$ cat src/rtl/booth_multiplier.sv
// Sequential radix-2 Booth multiplier: signed WIDTH x WIDTH -> 2*WIDTH product,
// one iteration per clock, result registered and held until the next start.
module booth_multiplier #(
    parameter int unsigned WIDTH = 4
) (
    input  logic                 clk,
    input  logic                 rst_n,
    input  logic                 start,
    input  logic [WIDTH-1:0]     x,
    input  logic [WIDTH-1:0]     y,
    output logic [2*WIDTH-1:0]   salida,
    output logic                 done
);

    localparam int unsigned CntW = $clog2(WIDTH + 1);

    typedef enum logic [1:0] {
        StIdle,
        StBusy,
        StDone
    } state_e;

    state_e               state_q, state_d;
    logic [WIDTH:0]       a_q, a_d;
    logic [WIDTH-1:0]     q_q, q_d;
    logic                 q1_q, q1_d;
    logic [WIDTH-1:0]     m_q, m_d;
    logic [CntW-1:0]      count_q, count_d;
    logic [2*WIDTH-1:0]   salida_q, salida_d;
    logic                 done_q, done_d;

    logic [WIDTH:0]       m_ext;
    logic [WIDTH:0]       sum;
    logic [WIDTH:0]       a_shift;
    logic [WIDTH-1:0]     q_shift;
    logic                 q1_shift;

    // One Booth step: add/subtract M into the extra-wide accumulator, then
    // arithmetic right shift of {A,Q,Q_1}. The guard bit keeps -2^(WIDTH-1) exact.
    always_comb begin
        m_ext = {m_q[WIDTH-1], m_q};
        unique case ({q_q[0], q1_q})
            2'b01:   sum = a_q + m_ext;
            2'b10:   sum = a_q - m_ext;
            default: sum = a_q;
        endcase
        a_shift  = {sum[WIDTH], sum[WIDTH:1]};
        q_shift  = {sum[0], q_q[WIDTH-1:1]};
        q1_shift = q_q[0];
    end

    always_comb begin
        state_d  = state_q;
        a_d      = a_q;
        q_d      = q_q;
        q1_d     = q1_q;
        m_d      = m_q;
        count_d  = count_q;
        salida_d = salida_q;
        done_d   = done_q;

        if (start) begin
            // Load restarts from any state; salida keeps the previous result.
            m_d     = x;
            q_d     = y;
            a_d     = '0;
            q1_d    = 1'b0;
            count_d = CntW'(WIDTH);
            done_d  = 1'b0;
            state_d = StBusy;
        end else begin
            unique case (state_q)
                StBusy: begin
                    a_d     = a_shift;
                    q_d     = q_shift;
                    q1_d    = q1_shift;
                    count_d = count_q - CntW'(1);
                    if (count_q == CntW'(1)) begin
                        salida_d = {a_shift[WIDTH-1:0], q_shift};
                        done_d   = 1'b1;
                        state_d  = StDone;
                    end
                end
                default: ;
            endcase
        end
    end

    always_ff @(posedge clk or negedge rst_n) begin
        if (!rst_n) begin
            state_q  <= StIdle;
            a_q      <= '0;
            q_q      <= '0;
            q1_q     <= 1'b0;
            m_q      <= '0;
            count_q  <= '0;
            salida_q <= '0;
            done_q   <= 1'b0;
        end else begin
            state_q  <= state_d;
            a_q      <= a_d;
            q_q      <= q_d;
            q1_q     <= q1_d;
            m_q      <= m_d;
            count_q  <= count_d;
            salida_q <= salida_d;
            done_q   <= done_d;
        end
    end

    assign salida = salida_q;
    assign done   = done_q;

endmodule

$ cat config.mk
export PLATFORM = sky130hd
export DESIGN_NAME = booth_multiplier
export DESIGN_NICKNAME = d
export VERILOG_FILES = /design/src/rtl/booth_multiplier.sv
export SDC_FILE = /design/constraint.sdc
export NUM_CORES = 1
export LEC_CHECK = 0
export CELL_PAD_IN_SITES_DETAIL_PLACEMENT = 1
export CELL_PAD_IN_SITES_GLOBAL_PLACEMENT = 1
export CORE_MARGIN = 2
export CORE_UTILIZATION = 40
export CTS_CLUSTER_DIAMETER = 120
export DETAILED_ROUTE_END_ITERATION = 7
export PLACE_DENSITY = 0.74
export SLEW_MARGIN = 0
export SYNTH_ARGS = -nofsm -noshare
export SYNTH_HDL_FRONTEND = slang
export SYNTH_SLANG_ARGS = --single-unit
$ cat constraint.sdc
create_clock -name clk -period 3.5 [get_ports clk]
set_input_delay 0.525 -clock clk [delete_from_list [all_inputs] [get_ports clk]]
set_output_delay 0.525 -clock clk [all_outputs]
set_load 0.005 [all_outputs]
# After elaboration in Yosys (flattened, before gate mapping)

Cells that the tools add are included.

Flip-flop bits (word level): 28
Bits of input ports: 11
Output and inout bits: 9
Logic and storage cells: 35

$add $sub $neg: 3
Eq/ne operators: 4
Multiplexer cells: 15
Bitwise gates (word level): 1
Reductions and logical operators: 4

Operators with widths:

| cell                | count |
|---|---|
| $mux 5              | 2 |
| $pmux 5 s2          | 1 |
| $mux 4              | 2 |
| $mux 2              | 3 |
| $mux 3              | 2 |
| $add 5x5->5         | 1 |
| $mux 1              | 5 |
| $sub 5x5->5         | 1 |
| $eq 2x1->1 const B  | 2 |
| $reduce_bool 2->1   | 2 |
| $eq 3x1->1 const B  | 1 |
| $reduce_and 3->1    | 1 |
| $sub 3x1->3 const B | 1 |
| $eq 2x2->1 const B  | 1 |
| $reduce_and 2->1    | 1 |
| $not 1->1           | 1 |

# Longest topological paths before layout

Gate-level depths: netlist of the first run.

Word-level depth: 4
Gate-level depth with buffers: 10
Depth with buffers taken out: 10

# Worst setup path after synthesis of the first run

No wires, ideal clock.

Path type: reg2reg
Start: reg q1_q
End: reg a_q[3]
Arrival time: 2.139 ns
Required time: 3.380 ns
Slack: 1.241 ns
Stages on the path, launching flop included: 10
Path buffers: 0
Cells stage by stage: dfrtp_1 inv_1 ha_1 mux2_2 fa_1 nand2b_1 a21oi_1 xnor2_1 a211oi_1 a31o_1

Longest elaborated chain between the ends: 4

Ends and longest elaborated chain:

| item                                            | RTL line | text |
|---|---|---|
| start: declaration                              | 26       | `logic q1_q, q1_d;` |
| start signal: assignment                        | 103      | `q1_q <= q1_d;` |
| $eq 2x2->1 / $eq 2x1->1 (equally long branches) | 42       | `unique case ({q_q[0], q1_q})` |
| $pmux 5 s2 (*)                                  | 42       |  |
| $mux 5 (*)                                      | 72       | `unique case (state_q)` |
| $mux 5 (*)                                      | 62       | `if (start) begin` |
| end signal: assignment                          | 92       | `a_q <= '0;` |
| end signal: assignment                          | 101      | `a_q <= a_d;` |
| end: declaration                                | 24       | `logic [WIDTH:0] a_q, a_d;` |

Mark *: on every way between the ends. The rest lies on a longest branch, timed or not. The select of a mux whose other input is x is not followed.
A chain may end at the register's enable or synchronous reset.

# Final worst setup path of the first run

Start: reg q1_q
End: reg a_q[2]

Same word-level chain as after synthesis.

==> results of run 1 <==
[synthesized netlist by cell type, types with 2 or more instances]
cell type	instances	area, um2
mux2_2	7	78.8
buf_2	2	10.0
nand2_1	14	52.6
ha_1	8	100
inv_1	11	41.3
o21ai_0	11	55.1
nor3_1	2	10.0
nor2b_1	2	12.5
dfrtp_1	26	651
mux2i_1	5	50.1
a211oi_1	3	22.5
clkbuf_1	4	15.0
xnor2_1	4	35.0
nor2_1	19	71.3
a21oi_1	9	45.0
[final timing paths]
kind	start	to	slack (ns)
worst max register to register	q1_q$_DFFE_PN0P_	a_q[2]$_DFFE_PN0P_	0.99
worst min-delay path	salida[5]$_DFFE_PN0P_	salida[5]$_DFFE_PN0P_	0.50
worst min register to register	salida[5]$_DFFE_PN0P_	salida[5]$_DFFE_PN0P_	0.50
min in group asynchronous	rst_n	salida[7]$_DFFE_PN0P_	0.54
max in group asynchronous	rst_n	m_q[1]$_DFFE_PN0P_	2.70
worst max-delay path	q1_q$_DFFE_PN0P_	a_q[2]$_DFFE_PN0P_	0.99
[routing by layer]
layer / GRT usage / vias to the layer above / share of wire
met5: 0 / - / 0
met4: 0.0750 / 0 / 0.018
met3: 0.0234 / 5 / 0.029
met2: 0.314 / 15 / 0.51
met1: 0.207 / 538 / 0.44
li1: - / 513 / -
[worst max-delay path, cell delays in order (launching register included)]
cell and delay [ns]:
dfrtp_1 0.40, inv_1 0.09, ha_1 0.25, mux2_2 0.39, inv_1 0.07, ha_1 0.22, nor2b_2 0.15, o21ai_1 0.16
a21boi_0 0.15, or4_1 0.45, a21oi_1 0.14
[power groups by stage]
| stage | clock network (mW) | logic [mW] | registers, mW |
|---|---|---|---|
| 2_1_floorplan | 0 | 0.369 | 0.451 |
| 3_3_place_gp | 0 | 0.529 | 0.454 |
| 3_5_place_dp | 0 | 0.559 | 0.461 |
| 4_1_cts | 0.221 | 0.563 | 0.456 |
| 5_1_grt | 0.235 | 0.624 | 0.471 |
| 6_report | 0.215 | 0.556 | 0.455 |
[kinds of logic (layout without fill, tap and decap cells)]
logic type | Yosys count | count (layout)
AO/OA/AOI/OAI | 30 | 30
flip-flops | 26 | 26
multiplexers | 12 | 12
buffers and inverters | 18 | 37
AND/OR/NAND/NOR | 44 | 44
adder cells (fa/ha/maj) | 9 | 9
XOR/XNOR | 5 | 5
[flip-flops by register name (all words and copies together), names as in the netlist]
name and cells:
q1_q 1, a_q 4, done 1, salida 8, state_q 1, count_q 3, m_q 4, q_q 4
[layout by cell type, fill, tap and decap left out, drive strengths merged, types with 4 or more instances in the layout]
| cell | instances |
|---|---|
| mux2i | 5 |
| dfrtp | 26 |
| nand2 | 14 |
| ha | 8 |
| mux2 | 7 |
| nor2 | 19 |
| clkdlybuf4s50 | 19 |
| a21oi | 9 |
| xnor2 | 4 |
| o21ai | 13 |
| inv | 11 |
[area by class of cell]
| cell class | instances | area [um2] |
|---|---|---|
| flip-flops and latches | 26 | 651 |
| clock inverters | 1 | 30.0 |
| fillers | 401 | 1650 |
| clock buffers | 3 | 22.5 |
| well taps | 46 | 57.6 |
| repair buffers | 22 | 213 |
| multi-input cells | 100 | 668 |
| inverters | 11 | 41.3 |
==> summary.txt, run 1 <==
Clock sink total = 26
Slew Viols, Final = 0
Root Buffer = clkbuf_4
Cell area after layout = 0.00168 mm2
Async SR Flop Fraction = 1.00
Drt first pass iters = 4
Final Util = 0.504
Post-synth cell types = 32
HPWL Detailed = 2230 um
Number of synthesized flops with an enable pin = 0
Part of the power in combinational logic = 0.454
Setup violators final = 0
CP Class = reg -> reg
Crit end category = flop
Final Hold Vio Count = 0
Run status = complete, no violations
Final hold slack = 0.502 ns
Post-route setup slack = 0.990 ns
YS warnings = 0
Achievable frequency = 0.398 GHz
ANT nets after route = 0
Final min period = 2.51 ns
Pre-CTS setup slack = 1.04 ns
Residual DRC count = 0
Critical path launch point type = flop
Leak = 0.770 nW
CTS Buf Count = 3
Mapped Avg Cell Area = 9.67 um2
Vias in the first global route = 1,179
Clock edge transition at the registers on the reported setup and hold paths = 0.15 ns
Mux cell area share after synthesis = 0.0925
CTS resizes = 0
Synth Net Count = 164
Worst Path Required = 3.78 ns
Post-DP Area = 0.00163 mm2
Slew headroom = 0.744
Seq/Total Area, Yosys = 0.467
Post-synthesis adder-cell area fraction = 0.0863
Synth Instances = 144
Vias/cell = 5.12
Die Height = 63.0 um
Clk_lat worst skew = 0.34 ns
Fin cells = 209
P_sw = 0.437 mW
Via count = 1,071
Total power = 1.23 mW
Flop pwr share = 0.371
Hold WC Path Type = reg -> reg
Max H-tree Level = 1
Dpl cells = 205
Post-Synth XOR/XNOR Area = 0.0314
Synth Flop Type = dfrtp_1
First-pass GRT wire length = 5440 um
Hold Path Cell Cnt = 2
Max-Cap Viols = 0
Routed WL per cell = 14.7 um
Switch share = 0.357
Initial Utilization = 0.417
Pwr Density = 728 mW/mm2
Final Cycle Share = 0.717
Core Area = 0.00334 mm2
Simple-Gate Fraction of Synth Area = 0.143
CTS tree = built
Postcts setup bufs = 0
Port bufs = 19
Complex-gate fraction of the synthesized area = 0.127
I/O pin count = 20
Number of DRC markers in iteration 0 = 15
Slew of the pin with the lowest slew margin = 0.383 ns
ANT cells = 0
Full die area = 0.00397 mm2
Pin count of the biggest net entering global routing = 27
Cells on worst reg2reg path = 10
Die Width = 63.0 um
RSZ-0062 raised after global routing = false
Hold-fix buffers, CTS = 0
Standard-cell row count = 21
Max VDD drop = 0.294 mV
Final layout net count = 184
GRT Overall Usage = 0.175
Initial antenna violation count = 0
Arrival @ worst endpoint = 2.79 ns
FF+latch count, synth = 26
Gr ovfl total = 0
Final Wtd Congestion = 0.750
DRT Wirelength = 3080 um
Max clock buf depth = 2
Int Pwr = 0.788 mW
Share of layout cells above drive strength 1 = 0.104
Mapped cell area = 0.00139 mm2
Clock skew = 0.00221 ns
Largest family of logic cells by synthesized area = simple AND/OR/NAND/NOR gates
Clock power frac = 0.175
Total negative setup slack = 0 ns
Synth-to-layout area growth = 20.8%
CP max FO = 5
Power figures use the tool's default switching activity.
==> run 2, diff against run 1 <==
Clock period 3.5 ns to 2.5 ns, I/O delays scaled along.
==> run 2 against run 1 <==
  * Clock skew up 0.0064 ns
  * Sequential share of layout area down 0.086 points
  * Critical endpoint is now a_q[3]$_DFFE_PN0P_
  * Die area unchanged
==> summary.txt, run 2 (synthesis gave the netlist of run 1 again) <==
Run status = complete, no violations (unchanged)
Max clock buf depth = 2 (unchanged)
CP cell instances = inv_1, ha_1, mux2_2, fa_1, nand2b_1, a21oi_1, xnor2_1, a211oi_1, a31o_1 (was inv_1, ha_1, mux2_2, inv_1, ha_1, nor2b_2, o21ai_1, a21boi_0, or4_1, a21oi_1)
Leak = 0.768 nW (was 0.770 nW)
Clock edge transition at the registers on the reported setup and hold paths = 0.14 ns (was 0.15 ns)
Commonest non-fill, non-tap cells in the layout = dfrtp_1 (26), nor2_1 (19), clkdlybuf4s50_1 (19) (unchanged)
Pre-CTS setup slack = 0.0472 ns (was 1.04 ns)
ANT cells = 0 (unchanged)
ANT nets after route = 0 (unchanged)
Standard-cell row count = 21 (unchanged)
Achievable frequency = 0.423 GHz (was 0.398 GHz)
Max incr delay on CP = 0.43 ns (was 0.45 ns)
Share of layout cells above drive strength 1 = 0.122 (was 0.104)
Final Wtd Congestion = 0.745 (was 0.750)
Number of DRC markers in iteration 0 = 14 (was 15)
Initial Utilization = 0.417 (unchanged)
Core Area = 0.00334 mm2 (unchanged)
Final Cycle Share = 0.946 (was 0.717)
Total negative setup slack = 0 ns (unchanged)
Max-Cap Viols = 0 (unchanged)
Slew Viols, Final = 0 (unchanged)
CP Class = reg -> reg (unchanged)
Critical Path Slowest Stage Cell = fa_1 (was or4_1)
Vias/cell = 5.00 (was 5.12)
Final layout net count = 185 (was 184)
Top delay family on crit path = adder cells (was simple AND/OR/NAND/NOR gates)
Initial antenna violation count = 0 (unchanged)
Final Hold Vio Count = 0 (unchanged)
Fin cells = 210 (was 209)
Most common cell after layout, fill and taps aside = dfrtp_1 (unchanged)
Drt first pass iters = 3 (was 4)
Fillers = 396 (was 401)
Clock sink total = 26 (unchanged)
Die Height = 63.0 um (unchanged)
DRT Wirelength = 2850 um (was 3080 um)
Routed WL per cell = 13.6 um (was 14.7 um)
CTS tree = built (unchanged)
CP max FO = 3 (was 5)
Clock skew = 0.00857 ns (was 0.00221 ns)
CTS Buf Count = 3 (unchanged)
Largest register FFs = 8 (unchanged)
Die Width = 63.0 um (unchanged)
Residual DRC count = 0 (unchanged)
Critical path launch point type = flop (unchanged)
HPWL Detailed = 2070 um (was 2230 um)
Max H-tree Level = 1 (unchanged)
Pwr Density = 968 mW/mm2 (was 728 mW/mm2)
Gr ovfl total = 0 (unchanged)
Dpl cells = 205 (unchanged)
Arrival @ worst endpoint = 2.60 ns (was 2.79 ns)
Root Buffer = clkbuf_4 (unchanged)
Synth-to-layout area growth = 21.1% (was 20.8%)
Final min period = 2.36 ns (was 2.51 ns)
Crit end category = flop (unchanged)
Slew headroom = 0.762 (was 0.744)
Vias in the first global route = 1,157 (was 1,179)
Worst Path Required = 2.73 ns (was 3.78 ns)
First-pass GRT wire length = 5100 um (was 5440 um)
Via count = 1,050 (was 1,071)
GRT Overall Usage = 0.161 (was 0.175)
Pin count of the biggest net entering global routing = 27 (unchanged)
Hold-fix buffers, CTS = 0 (unchanged)
Port bufs = 19 (unchanged)
RSZ-0062 raised after global routing = false (unchanged)
Post-route setup slack = 0.136 ns (was 0.990 ns)
Slew of the pin with the lowest slew margin = 0.356 ns (was 0.383 ns)
CP Buf/Inv Count = 1 (was 2)
Max VDD drop = 0.379 mV (was 0.294 mV)
Total power = 1.63 mW (was 1.23 mW)
Hold WC Path Type = in -> async (was reg -> reg)
Clk_lat worst skew = 0.32 ns (was 0.34 ns)
Final hold slack = 0.409 ns (was 0.502 ns)
I/O pin count = 20 (unchanged)
Full die area = 0.00397 mm2 (unchanged)
Setup violators final = 0 (unchanged)
run 2: cell count changes in the layout (fill, tap and decap cells not counted), sizes merged:
| cell | delta |
|---|---|
| buf | +1 |
| bufinv | -1 |
| clkbuf | +1 |
run 2: worst paths after layout:
check	to	depth (start not counted)	slack [ns]	startpoint
max	a_q[3]$_DFFE_PN0P_	9	0.14	m_q[1]$_DFFE_PN0P_
min	a_q[3]$_DFFE_PN0P_	2	0.41	rst_n
max reg2reg	a_q[3]$_DFFE_PN0P_	9	0.14	m_q[1]$_DFFE_PN0P_
min reg2reg	salida[5]$_DFFE_PN0P_	2	0.50	salida[5]$_DFFE_PN0P_
max in group asynchronous	q_q[2]$_DFFE_PN0P_	2	1.83	rst_n
min in group clk	salida[5]$_DFFE_PN0P_	2	0.50	salida[5]$_DFFE_PN0P_
run 2: metal layers:
metal | vias up | share of wire | GRT usage
li1 | 519 | - | -
met5 | - | 0 | 0
met3 | 2 | 0.027 | 0.0252
met2 | 12 | 0.53 | 0.289
met4 | 0 | 0.0053 | 0.0500
met1 | 517 | 0.44 | 0.195
run 2: through the flow:
stage	utilization	cell area, um2
5_1_grt	0.505	1690
3_3_place_gp	0.489	1630
6_report	0.505	1690
4_1_cts	0.499	1670
3_5_place_dp	0.489	1630
2_1_floorplan	-	1390
run 2: where the power goes:
group          total, mW  internal, mW  switching [mW]
registers          0.635         0.548          0.0862
logic              0.785         0.410           0.375
clock network      0.213        0.0890           0.124
total               1.63          1.05           0.585
run 2: final cells by class:
cell class,instances,area [um2],area share
Clock buffer,4,36.3,0.0215
Inverter,11,41.3,0.0245
Multi-Input combinational cell,100,681,0.404
Sequential cell,26,651,0.386
Tap cell,46,57.6,0.0341
Timing Repair Buffer,23,220,0.131
run 2: what timing repair did:
item	CTS	global route
gates resized for setup	0	3
setup endpoints to repair	0	4
setup buffers	0	1
hold endpoints to repair	0	0
==> run 3, diff against run 2 <==
--- a/constraint.sdc
+++ b/constraint.sdc
@@ -3,2 +3,2 @@
 set_output_delay 0.375 -clock clk [all_outputs]
-set_load 0.005 [all_outputs]
+set_load 0.02 [all_outputs]
==> results of run 3 <==
Same layout as run 2 (identical final DEF). Status: complete, no violations.
Main changes from that run: total power 1.63 mW -> 1.70 mW; worst IR drop on VDD 0.379 mV -> 0.416 mV
